--- config.mk ---
export PLATFORM = sky130hd
export DESIGN_NAME = imem_loader
export DESIGN_NICKNAME = d
export VERILOG_FILES = /design/src/rtl/imem_loader_pkg.sv /design/src/rtl/imem_loader_byte_packer.sv /design/src/rtl/imem_loader.sv
export SDC_FILE = /design/constraint.sdc
export NUM_CORES = 1
export LEC_CHECK = 0
export BUFFER_PORTS_ARGS = -buffer_cell sky130_fd_sc_hd__buf_4
export CAP_MARGIN = 10
export CORE_MARGIN = 4
export CORE_UTILIZATION = 40
export CTS_BUF_LIST = sky130_fd_sc_hd__clkbuf_16
export DETAILED_ROUTE_END_ITERATION = 16
export HOLD_SLACK_MARGIN = 0.08
export MAX_ROUTING_LAYER = met4
export SYNTH_ARGS = -nofsm -noshare
export SYNTH_HDL_FRONTEND = slang
export SYNTH_SLANG_ARGS = --single-unit
--- constraint.sdc ---
create_clock -name clk_in -period 4.6 [get_ports clk_in]
set_input_delay 0.23 -clock clk_in [delete_from_list [all_inputs] [get_ports clk_in]]
set_output_delay 0.23 -clock clk_in [all_outputs]
set_load 0.05 [all_outputs]
--- src/rtl/imem_loader_pkg.sv ---
// Shared types and constants for the instruction-memory loader.
package imem_loader_pkg;

    typedef enum logic [2:0] {
        IDLE,
        LEN0,
        LEN1,
        DATA,
        CSUM,
        DONE,
        ERR
    } state_t;

    localparam logic [31:0] TEXT_BASE  = 32'h0040_0000;
    localparam logic [31:0] DATA_BASE  = 32'h1001_0000;
    localparam int unsigned HDR_BYTES  = 2;
    localparam int unsigned IMEM_WORDS = 2048;

endpackage

--- src/rtl/imem_loader_byte_packer.sv ---
// Shifts bytes in little-endian order and presents each completed 32-bit word
// with a one-cycle valid pulse in the cycle after its 4th byte.
module byte_packer (
    input  logic        clk_in,
    input  logic        reset,
    input  logic        clr,
    input  logic        shift_en,
    input  logic [7:0]  byte_in,
    output logic        word_last,
    output logic [31:0] word,
    output logic        word_valid
);

    logic [31:0] sreg;
    logic [1:0]  cnt;

    assign word_last = (cnt == 2'd3);

    always_ff @(posedge clk_in or negedge reset) begin
        if (!reset) begin
            sreg       <= '0;
            cnt        <= '0;
            word       <= '0;
            word_valid <= 1'b0;
        end else if (clr) begin
            sreg       <= '0;
            cnt        <= '0;
            word_valid <= 1'b0;
        end else begin
            word_valid <= 1'b0;
            if (shift_en) begin
                // newest byte enters at the top, so the first byte ends up in [7:0]
                sreg <= {byte_in, sreg[31:8]};
                cnt  <= cnt + 2'd1;
                if (word_last) begin
                    word       <= {byte_in, sreg[31:8]};
                    word_valid <= 1'b1;
                end
            end
        end
    end

endmodule

--- src/rtl/imem_loader.sv ---
// Loads a length-prefixed, checksummed byte stream into instruction memory
// and holds the cpu in reset until a load completes successfully.
module imem_loader
    import imem_loader_pkg::*;
#(
    parameter int unsigned ADDR_W      = 11,
    parameter int unsigned TIMEOUT_CYC = 100000
) (
    input  logic              clk_in,
    input  logic              reset,
    input  logic              start,
    input  logic              rx_valid,
    input  logic [7:0]        rx_data,
    output logic              rx_ready,
    output logic              imem_we,
    output logic [ADDR_W-1:0] imem_addr,
    output logic [31:0]       imem_wdata,
    output logic              cpu_rst,
    output logic              busy,
    output logic              done,
    output logic              err
);

    state_t         state, state_nx;
    logic           accept;
    logic           load_start;
    logic           hdr_bad;
    logic           last_word;
    logic           timed_out;
    logic [7:0]     len_lo;
    logic [15:0]    hdr_n;
    logic [15:0]    n_words;
    logic [ADDR_W:0] wr_idx;
    logic [7:0]     csum;
    logic [31:0]    idle_cnt;
    logic           word_last;

    assign accept     = rx_valid & rx_ready;
    assign load_start = start & ((state == IDLE) | (state == DONE) | (state == ERR));
    assign hdr_n      = {rx_data, len_lo};
    assign hdr_bad    = (hdr_n == 16'd0) || (32'(hdr_n) > (32'd1 << ADDR_W));
    assign last_word  = ((32'(wr_idx) + 32'd1) == 32'(n_words));
    // fires on the cycle whose count would reach the limit, so ERR lands exactly
    // TIMEOUT_CYC cycles after the last accepted byte
    assign timed_out  = !accept && (idle_cnt == TIMEOUT_CYC - 32'd1);

    always_comb begin
        state_nx = state;
        rx_ready = 1'b0;
        busy     = 1'b0;
        done     = 1'b0;
        err      = 1'b0;
        cpu_rst  = 1'b1;
        case (state)
            IDLE, DONE, ERR: if (start) state_nx = LEN0;
            LEN0:            if (accept) state_nx = LEN1;
            LEN1:            if (accept) state_nx = hdr_bad ? ERR : DATA;
            DATA:            if (accept && word_last && last_word) state_nx = CSUM;
            CSUM:            if (accept) state_nx = (rx_data == csum) ? DONE : ERR;
            default:         state_nx = IDLE;
        endcase
        case (state)
            LEN0, LEN1, DATA, CSUM: begin
                rx_ready = 1'b1;
                busy     = 1'b1;
                if (timed_out) state_nx = ERR;
            end
            DONE: begin
                done    = 1'b1;
                cpu_rst = 1'b0;
            end
            ERR:     err = 1'b1;
            default: ;
        endcase
    end

    always_ff @(posedge clk_in or negedge reset) begin
        if (!reset) begin
            state     <= IDLE;
            len_lo    <= '0;
            n_words   <= '0;
            wr_idx    <= '0;
            csum      <= '0;
            idle_cnt  <= '0;
            imem_addr <= '0;
        end else begin
            state <= state_nx;
            if (load_start) begin
                wr_idx   <= '0;
                csum     <= '0;
                idle_cnt <= '0;
            end else if (busy) begin
                idle_cnt <= accept ? 32'd0 : idle_cnt + 32'd1;
            end
            if (state == LEN0 && accept) len_lo <= rx_data;
            if (state == LEN1 && accept) n_words <= hdr_n;
            if (state == DATA && accept) begin
                csum <= csum + rx_data;
                if (word_last) begin
                    imem_addr <= wr_idx[ADDR_W-1:0];
                    wr_idx    <= wr_idx + 1'b1;
                end
            end
        end
    end

    byte_packer u_packer (
        .clk_in     (clk_in),
        .reset      (reset),
        .clr        (load_start),
        .shift_en   ((state == DATA) && accept),
        .byte_in    (rx_data),
        .word_last  (word_last),
        .word       (imem_wdata),
        .word_valid (imem_we)
    );

endmodule

==> out/qor.yml, run 1 <==
worst_setup_path:
  max_stage_delay_ns: 0.54
  cpMaxStageDelayCell: "or4_4"
  end_kind: "register"
  cp.required_ns: 4.90
  r2r_cells: 8
  critPathTopFamily: "simple AND/OR/NAND/NOR gates"
  cp.buffers_inverters: 0
  regToRegSetupSlack_ns: 1.85
  crit_path_start_kind: "register"
  r2r_start: "wr_idx[0]"
  critPathKind: "reg -> reg"
  r2r_end: "state[1]"
  path_cells: "ha_1 -> nand2_2 -> nor2_8 -> xnor2_1 -> or4_4 -> nor4_4 -> a41oi_1 -> a2111o_1"
  critical_path.max_fanout: 7
  arrival_ns: 3.05
finish:
  area_growth_pct: 17.16
  final_common_cell: "nand2_1"
  seq_area_mm2: 0.003729
  instances_no_fill: 1053
  layout_common_cells: "226 x nand2_1, 149 x dfrtp_1, 66 x buf_4"
  diodes: 0
  fill_cells: 1687
  multi_input_area_mm2: 0.003237
  nNetsFinal: 838
  drive_above_1_share_pct: 16.06
run:
  drv_cap: 0
clock_network:
  holdBufCountCts: 3
  cts_made_buffers: 17
  cts_resized: 0
  cts_num_sinks: 149
  cts_max_level: 4
  postCtsSetupRepairBufs: 0
  cts_root_buf: "clkbuf_16"
  clk_pin_slew_worst_paths_ns: 0.07
  clock_path_buffers: 2
  tritoncts: "built"
  clock_latency_ns: 0.42
route:
  via_count: 5463
  wl_mm: 16.53
  drt_iter0_markers: 391
  wl_per_cell_um: 15.69
  postRouteAntennaNets: 0
  drtPass1Iterations: 6
  avgViaCountPerCell: 5.188
  drcViolationCount: 0
timing:
  final_max_slew_viol_count: 0
  min_period_over_period_pct: 59.78
  timing.hold.ws_ns: 0.09395
  fin_worst_skew_ns: 0.009313
  max_freq_mhz: 363.7
  worst_pin_slew_ns: 0.9891
  fin_crit_ns: 2.750
  fin_ws_ns: 1.850
  hold_viol: 0
  rsz0062_at_grt: "false"
  maxSlewHeadroom_pct: 34.06
  setup_viol: 0
  tns_ns: 0
power_and_ir_drop:
  p_leak_nw: 3.956
  irDropWorstVdd_v: 0.0002976
  power.total_mw: 4.412
  p_per_area_mw_per_mm2: 526.4
die:
  die_height_um: 141.7
  placementRows: 48
  dieArea_mm2: 0.02009
  die_w_um: 141.7
  coreArea_mm2: 0.01742
  initial_core_util_pct: 41.07
  io_pins: 61
logic_synthesis:
  synth_cells: 766
  synth.distinct_cells: 57
  synth_edf_count: 0
  synthArstFlopShare_pct: 100.0
  ys_ff_latch: 149
  synth-seq-area-share_pct: 52.13
  synth_nets: 789
  ys.warnings.count: 0
  syn_area_mm2: 0.007153
  synth_ff_type: "dfrtp_1"
  synth_area_per_cell_um2: 9.338
grt:
  gr-total-overflow: 0
  antenna_found_initial: 0
  grt_pass1_wl_mm: 28.01
  first_global_vias: 5374
  grt_max_degree: 109
  grt.total_usage_pct: 17.78
placement:
  place.gp.congestion: 0.8785
  dp_slack_ns: 1.840
  hpwl_mm: 10.84
  port_buffers: 60
  placed_cells: 1018
min_path:
  min-delay-start: "rx_data[5]"
  min_path_cells: 3
  min_to: "u_packer.word[29]"
  hold_path_class: "in -> reg"
outcome:
  outcome: "complete, no violations"
worst register-to-register path, cell delays in order, from the launching register on:
cell      delay, ns
dfrtp_1        0.47
ha_1           0.31
nand2_2        0.16
nor2_8         0.16
xnor2_1        0.10
or4_4          0.54
nor4_4         0.29
a41oi_1        0.17
a2111o_1       0.44
layout make-up:
cell class	instances	area share, %
timing repair buffer	70	6.405
clock buffer	17	5.076
inverter	7	0.3135
multi-input combinational	570	38.62
tap	225	3.359
sequential	149	44.49
clock inverter	15	1.732
registers in the layout, indices dropped and copies added, names as in the netlist:
signal               count
u_packer.word_valid      1
u_packer.sreg           24
imem_addr               11
u_packer.word           32
u_packer.cnt             2
len_lo                   8
wr_idx                  12
state                    3
idle_cnt                32
csum                     8
n_words                 16
report_power, final:
group          total [mW]  internal (mW)  switching, mW
Clock                1.36          0.760          0.600
Combinational        1.25          0.485          0.765
Sequential           1.80           1.56          0.243
Total                4.41           2.80           1.61
worst max-delay path by stage:
| stage | start | end | cells after the start |
|---|---|---|---|
| after floorplan | state[1] | state[1] | 7 |
| after global placement | state[0] | state[1] | 7 |
| after detailed placement | wr_idx[0] | state[1] | 8 |
| after CTS | state[1] | state[1] | 7 |
| after global routing | state[1] | state[1] | 7 |
| final | wr_idx[0] | state[1] | 8 |
metal layers:
layer / vias up / GRT usage [%] / wire length (µm)
met1: 2655 / 24.37 / 8058
met4: 0 / 6.162 / 293
met2: 90 / 26.19 / 7617
li1: 2699 / - / -
met5: - / - / 0
met3: 19 / 3.943 / 557
kinds of logic (layout without fill, tap and decap cells):
family,Yosys count,in the layout,synth area share (%)
AOI/OAI and AO/OA,111,111,9.113
xor gates and xnor gates,50,50,6.122
adders and majority gates,13,13,2.309
buffers and inverters,47,109,2.764
DFF,149,149,52.13
muxes,28,28,4.355
and+or+nand+nor,368,368,23.21
per-stage QoR:
step	utilization, %	area, µm²
finish	48.12	8381
global route	48.12	8381
CTS	48.12	8381
detailed placement	44.67	7780
global placement	44.67	7780
floorplan	-	7153
synthesized netlist by cell type, drive strengths merged, types with 2 or more instances:
cell type	instances	area share, %
a21oi	35	2.4
clkbuf	31	1.6
o21ai	36	2.5
mux2	25	3.9
nand2b	5	0.44
and4	3	0.37
or4	2	0.26
a22o	2	0.24
nor3	7	0.49
xor2	28	3.4
a31oi	7	0.61
o41ai	2	0.24
o22ai	7	0.61
a21o	4	0.42
dfrtp	149	52
maj3	2	0.28
buf	9	0.77
nor2b	2	0.17
xnor2	22	2.7
nor4	15	1.6
nor2	44	2.6
ha	10	1.7
mux2i	3	0.42
nor3b	2	0.21
inv	6	0.31
nand2	228	12
nand4	14	1.2
nand3	25	1.9
o21a	2	0.21
and3	10	0.87
a221oi	2	0.24
and2	6	0.52
nand3b	2	0.21
o31ai	7	0.73
Power figures use the tool's default switching activity.
==> inputs of run 2 (changes only) <==
Clock period 4.6 ns to 2.31 ns, I/O delays scaled along.
==> run 2 against run 1 <==
Against the previous run: count of clock-buffer cells in the layout unchanged; critical endpoint unchanged; final cell count increased by 5.1%; hold slack better by 0.011 ns; largest cell class unchanged; non-clock buffer count grew 54; global-route usage rose by 1.1 points; clock power increased by 110%; critical path depth did not move; highest routed layer unchanged; wire length increased by 7.0%; largest power group unchanged; flip-flop and latch count did not move; sequential share of layout area decreased by 3.0 points.
==> out/qor.yml, run 2 (same netlist as run 1, synthesis figures left out) <==
worst_setup_path:
  path_cells: "nand3_1 -> buf_4 -> or4_1 -> nand3_1 -> o211ai_1 -> o31ai_1 -> a41oi_2 -> a2111o_1"
  cpMaxStageDelayCell: "or4_1"
  critPathMostFrequentCell: "nand3_1"
  r2r_cells: 8
  arrival_ns: 2.60
  crit_path_start_kind: "register"
  critical_path.max_fanout: 3
  end_kind: "register"
  critPathKind: "reg -> reg"
  cp.required_ns: 2.62
  max_stage_delay_ns: 0.49
power_and_ir_drop:
  p_per_area_mw_per_mm2: 1036
  irDropWorstVdd_v: 0.0005870
  p_leak_nw: 4.292
die:
  die_w_um: 141.7
  coreArea_mm2: 0.01742
  die_height_um: 141.7
  initial_core_util_pct: 41.07
  placementRows: 48
  dieArea_mm2: 0.02009
  io_pins: 61
timing:
  final_max_slew_viol_count: 0
  hold_viol: 0
  setup_viol: 0
  fin_crit_ns: 2.297
  rsz0062_at_grt: "true"
  min_period_over_period_pct: 99.42
  max_freq_mhz: 435.4
  maxSlewHeadroom_pct: 53.74
  fin_worst_skew_ns: 0.01085
  worst_pin_slew_ns: 0.6938
placement:
  placed_area_mm2: 0.008173
  port_buffers: 60
  place.gp.congestion: 0.8874
  hpwl_mm: 11.99
  placed_cells: 1062
route:
  avgViaCountPerCell: 5.249
  postRouteAntennaNets: 0
  wl_per_cell_um: 15.98
  wl_mm: 17.69
  drtPass1Iterations: 5
  drcViolationCount: 0
  via_count: 5811
  drt_iter0_markers: 393
finish:
  stdcell_area_mm2: 0.008994
  diodes: 0
  area_growth_pct: 25.73
  nNetsFinal: 892
  drive_above_1_share_pct: 22.68
  final_util_pct: 51.64
  final_common_cell: "nand2_1"
  largestRegisters: "idle_cnt: 32 flops, u_packer.word: 32 flops, u_packer.sreg: 24 flops"
  instances_no_fill: 1107
  layout_common_cells: "226 x nand2_1, 146 x dfrtp_1, 113 x buf_4"
grt:
  antenna_found_initial: 0
  grtUsageMet2_pct: 28.88
  grt_max_degree: 64
  first_global_vias: 5757
  grt_util_met1_pct: 25.88
  grt.total_usage_pct: 18.88
  gr-total-overflow: 0
  grt_pass1_wl_mm: 29.70
  grt.busiest_layer: "met2"
  grt_use_met3_pct: 3.168
clock_network:
  clk_pin_slew_worst_paths_ns: 0.07
  cts_made_buffers: 17
  cts_num_sinks: 149
  clock_latency_ns: 0.43
  tritoncts: "built"
  cts_root_buf: "clkbuf_16"
  clock_path_buffers: 2
  cts_max_level: 4
run:
  drv_cap: 0
outcome:
  outcome: "complete, no violations"
min_path:
  hold_path_class: "in -> reg"
  min_path_cells: 4
-- run 2: cell count changes in the layout (fill, tap and decap cells not counted), moves of 2 or more --
cell and change:
a221oi_1 -2, a221oi_2 +2, buf_4 +47, clkinv_8 +6, clkinvlp_4 -3, dfrtp_1 -3
dfrtp_2 +3, dlygate4sd3_1 +6, inv_1 -2, nor2_1 -3, nor2_4 +2, xnor2_1 -3
xnor2_2 +2
-- run 2: worst paths after layout --
check,startpoint,end,slack [ns]
worst min register to register,u_packer.word[15],u_packer.word[15],0.48
min in group asynchronous,reset,imem_addr[4],0.22
worst min-delay path,rx_valid,idle_cnt[25],0.10
max in group asynchronous,reset,u_packer.word[29],1.33
worst max-delay path,wr_idx[1],state[1],0.01
worst max register to register,wr_idx[1],state[1],0.01
-- run 2: report_power, final --
| part | total (mW) | switching, mW | internal (mW) |
|---|---|---|---|
| registers | 3.56 | 0.454 | 3.11 |
| logic | 2.89 | 1.70 | 1.18 |
| clock network | 2.87 | 1.30 | 1.57 |
-- run 2: routing by layer --
| metal | wire (µm) | vias to the layer above |
|---|---|---|
| li1 | - | 2825 |
| met1 | 8325 | 2859 |
| met2 | 8470 | 102 |
| met3 | 583 | 25 |
| met4 | 306 | 0 |
| met5 | 0 | - |
-- run 2: area by class of cell --
cell class / count / area (µm²)
fill: 1634 / 8423
sequential: 149 / 3732
multi-input combinational: 570 / 3354
timing repair buffer: 124 / 969.7
clock buffer: 17 / 425.4
tap: 225 / 281.5
clock inverter: 15 / 203.9
inverter: 7 / 26.28
-- run 2: what timing repair did --
item                                    CTS  global route
cloned                                    0             0
hold endpoints to repair                 92             0
pin swaps                                 3             5
hold buffers                              9             0
endpoints found under the setup margin    1             4
resized for setup                         3            12
buffers inserted                          3             1
-- run 2: worst max-delay path, delay by kind of cell (launching register included) --
kind                   cells  cell delay (ns)
buffers and inverters      1             0.18
AND/OR/NAND/NOR            3             0.75
AO/OA/AOI/OAI              4             0.82
flip-flops                 1             0.42
-- run 2: stage by stage --
stage               power [mW]  TNS (ns)  setup slack (ns)  hold WS (ns)
floorplan                5.495  -0.01183          -0.01183       -0.1801
global placement         6.333  -0.04488          -0.04488        0.1353
detailed placement       6.410   -0.1146           -0.1146        0.1483
CTS                      9.344  -0.02360          -0.02360       0.09821
global route             9.861  -0.06631          -0.05516        0.1756
finish                   9.316         0           0.01347        0.1045
==> inputs of run 3 (changes only) <==
Settings changed: CORE_ASPECT_RATIO set to 2.
==> run 3 against run 2 <==
Against the previous run: the run now ends with negative setup slack left; sequential power barely moved; combinational power rose by 2%; flip-flop and latch count did not move; utilization fell by 0.27 points; register-to-register slack got worse by 0.05 ns; critical endpoint unchanged; largest power group unchanged.
==> out/qor.yml, run 3 (same netlist as run 1, synthesis figures left out) <==
outcome:
  outcome: "finished, violations left"
  failed_checks: "negative setup slack"
die:
  die_height_um: 197.1
  io_pins: 61
  initial_core_util_pct: 41.01
  die_w_um: 102.6
  dieArea_mm2: 0.02022
  coreArea_mm2: 0.01744
  placementRows: 68
worst_setup_path:
  critical_path.max_fanout: 4
  r2r_start: "wr_idx[0]"
  r2r_end: "state[1]"
  r2r_cells: 8
  crit_path_start_kind: "register"
  critPathKind: "reg -> reg"
  arrival_ns: 2.65
  cp.required_ns: 2.62
  regToRegSetupSlack_ns: -0.03
  end_kind: "register"
finish:
  drive_above_1_share_pct: 23.03
  area_growth_pct: 25.24
  largestRegisters: "idle_cnt: 32 flops, u_packer.word: 32 flops, u_packer.sreg: 24 flops"
  final_common_cell: "nand2_1"
  instances_no_fill: 1100
  stdcell_area_mm2: 0.008959
  diodes: 0
  final_util_pct: 51.36
  nNetsFinal: 900
  layout_common_cells: "226 x nand2_1, 146 x dfrtp_1, 121 x buf_4"
power_and_ir_drop:
  p_int_mw: 5.761
  power_frac_clock_pct: 29.3
  p_leak_nw: 4.313
  power.switching_mw: 3.392
  power.total_mw: 9.153
  pwr-share-comb_pct: 32.1
  pwr-share-seq_pct: 38.6
  switching_share_pct: 37.06
  irDropWorstVdd_v: 0.0005925
  p_per_area_mw_per_mm2: 1022
clock_network:
  cts_num_sinks: 149
  clock_path_buffers: 2
  cts_root_buf: "clkbuf_16"
  cts_made_buffers: 17
  clk_pin_slew_worst_paths_ns: 0.07
  clock_latency_ns: 0.43
  tritoncts: "built"
  cts_max_level: 4
grt:
  gr-total-overflow: 0
  antenna_found_initial: 0
  grt_pass1_wl_mm: 31.40
  grt_max_degree: 53
  first_global_vias: 6013
  grt.total_usage_pct: 20.55
min_path:
  min-delay-start: "rx_data[1]"
  min_path_cells: 4
  hold_path_class: "in -> reg"
  min_to: "u_packer.word[25]"
timing:
  final_max_slew_viol_count: 0
  min_period_over_period_pct: 101.4
  setup_viol: 1
  timing.hold.ws_ns: 0.1022
  tns_ns: -0.03208
  rsz0062_at_grt: "true"
  max_freq_mhz: 427.0
  worst_pin_slew_ns: 0.5895
  hold_viol: 0
  fin_worst_skew_ns: 0.01047
  fin_ws_ns: -0.03208
  fin_crit_ns: 2.342
  maxSlewHeadroom_pct: 60.56
route:
  drcViolationCount: 0
  wl_per_cell_um: 16.95
  drtPass1Iterations: 5
  postRouteAntennaNets: 0
  avgViaCountPerCell: 5.339
  top_layer_used: "met4"
  wl_met1_mm: 6.850
  drt_iter0_markers: 220
  via_count: 5873
  wl_mm: 18.64
  wl_met2_mm: 10.62
  dr_wl_met3_um: 461
placement:
  placed_cells: 1058
  dp_slack_ns: -0.08318
  place.gp.congestion: 0.9097
  port_buffers: 60
  hpwl_mm: 13.53
  placed_area_mm2: 0.008262
run:
  drv_cap: 0
-- run 3: worst max-delay path by stage --
stage / startpoint / endpoint / slack, ns / cells past startpoint
after global placement: wr_idx[1] / state[1] / -0.05 / 8
after CTS: wr_idx[0] / state[1] / -0.09 / 8
after detailed placement: wr_idx[1] / state[1] / -0.08 / 8
after global routing: wr_idx[1] / state[1] / -0.1 / 8
final: wr_idx[0] / state[1] / -0.03 / 8
after floorplan: wr_idx[7] / state[1] / -0.01 / 8
-- run 3: worst max-delay path: stages (launching register included) --
cell and delay, ns:
dfrtp_2 0.45, ha_4 0.19, nand2_4 0.09, nor2_8 0.04
xnor2_1 0.13, or4_4 0.55, nor4_4 0.21, a41oi_2 0.17
a2111o_1 0.39
-- run 3: routing by layer --
layer | up-vias | global-route usage (%)
li1 | 2824 | -
met1 | 2903 | 21.49
met2 | 107 | 36.88
met3 | 39 | 2.899
met4 | 0 | 9.732
met5 | - | -
-- run 3: power by group through the flow --
stage | combinational [mW] | sequential (mW) | clock [mW]
after CTS | 2.96 | 3.53 | 2.74
after detailed placement | 2.93 | 3.57 | 0
after global routing | 3.22 | 3.60 | 2.85
after floorplan | 1.88 | 3.62 | 0
final | 2.94 | 3.53 | 2.68
after global placement | 2.91 | 3.56 | 0
-- run 3: layout make-up --
class	count	area (µm²)
clock inverters	15	138.9
well taps	210	262.8
inverters	7	26.28
fillers	1628	8483
repair buffers	132	1050
multi-input cells	570	3323
flip-flops and latches	149	3732
clock buffers	17	425.4
-- run 3: repair_timing --
item,CTS,global route
pin swaps,3,1
setup buffers,3,0
resized for setup,3,5
endpoints found under the hold margin,170,0
endpoints found under the setup margin,1,4
hold buffers,7,0
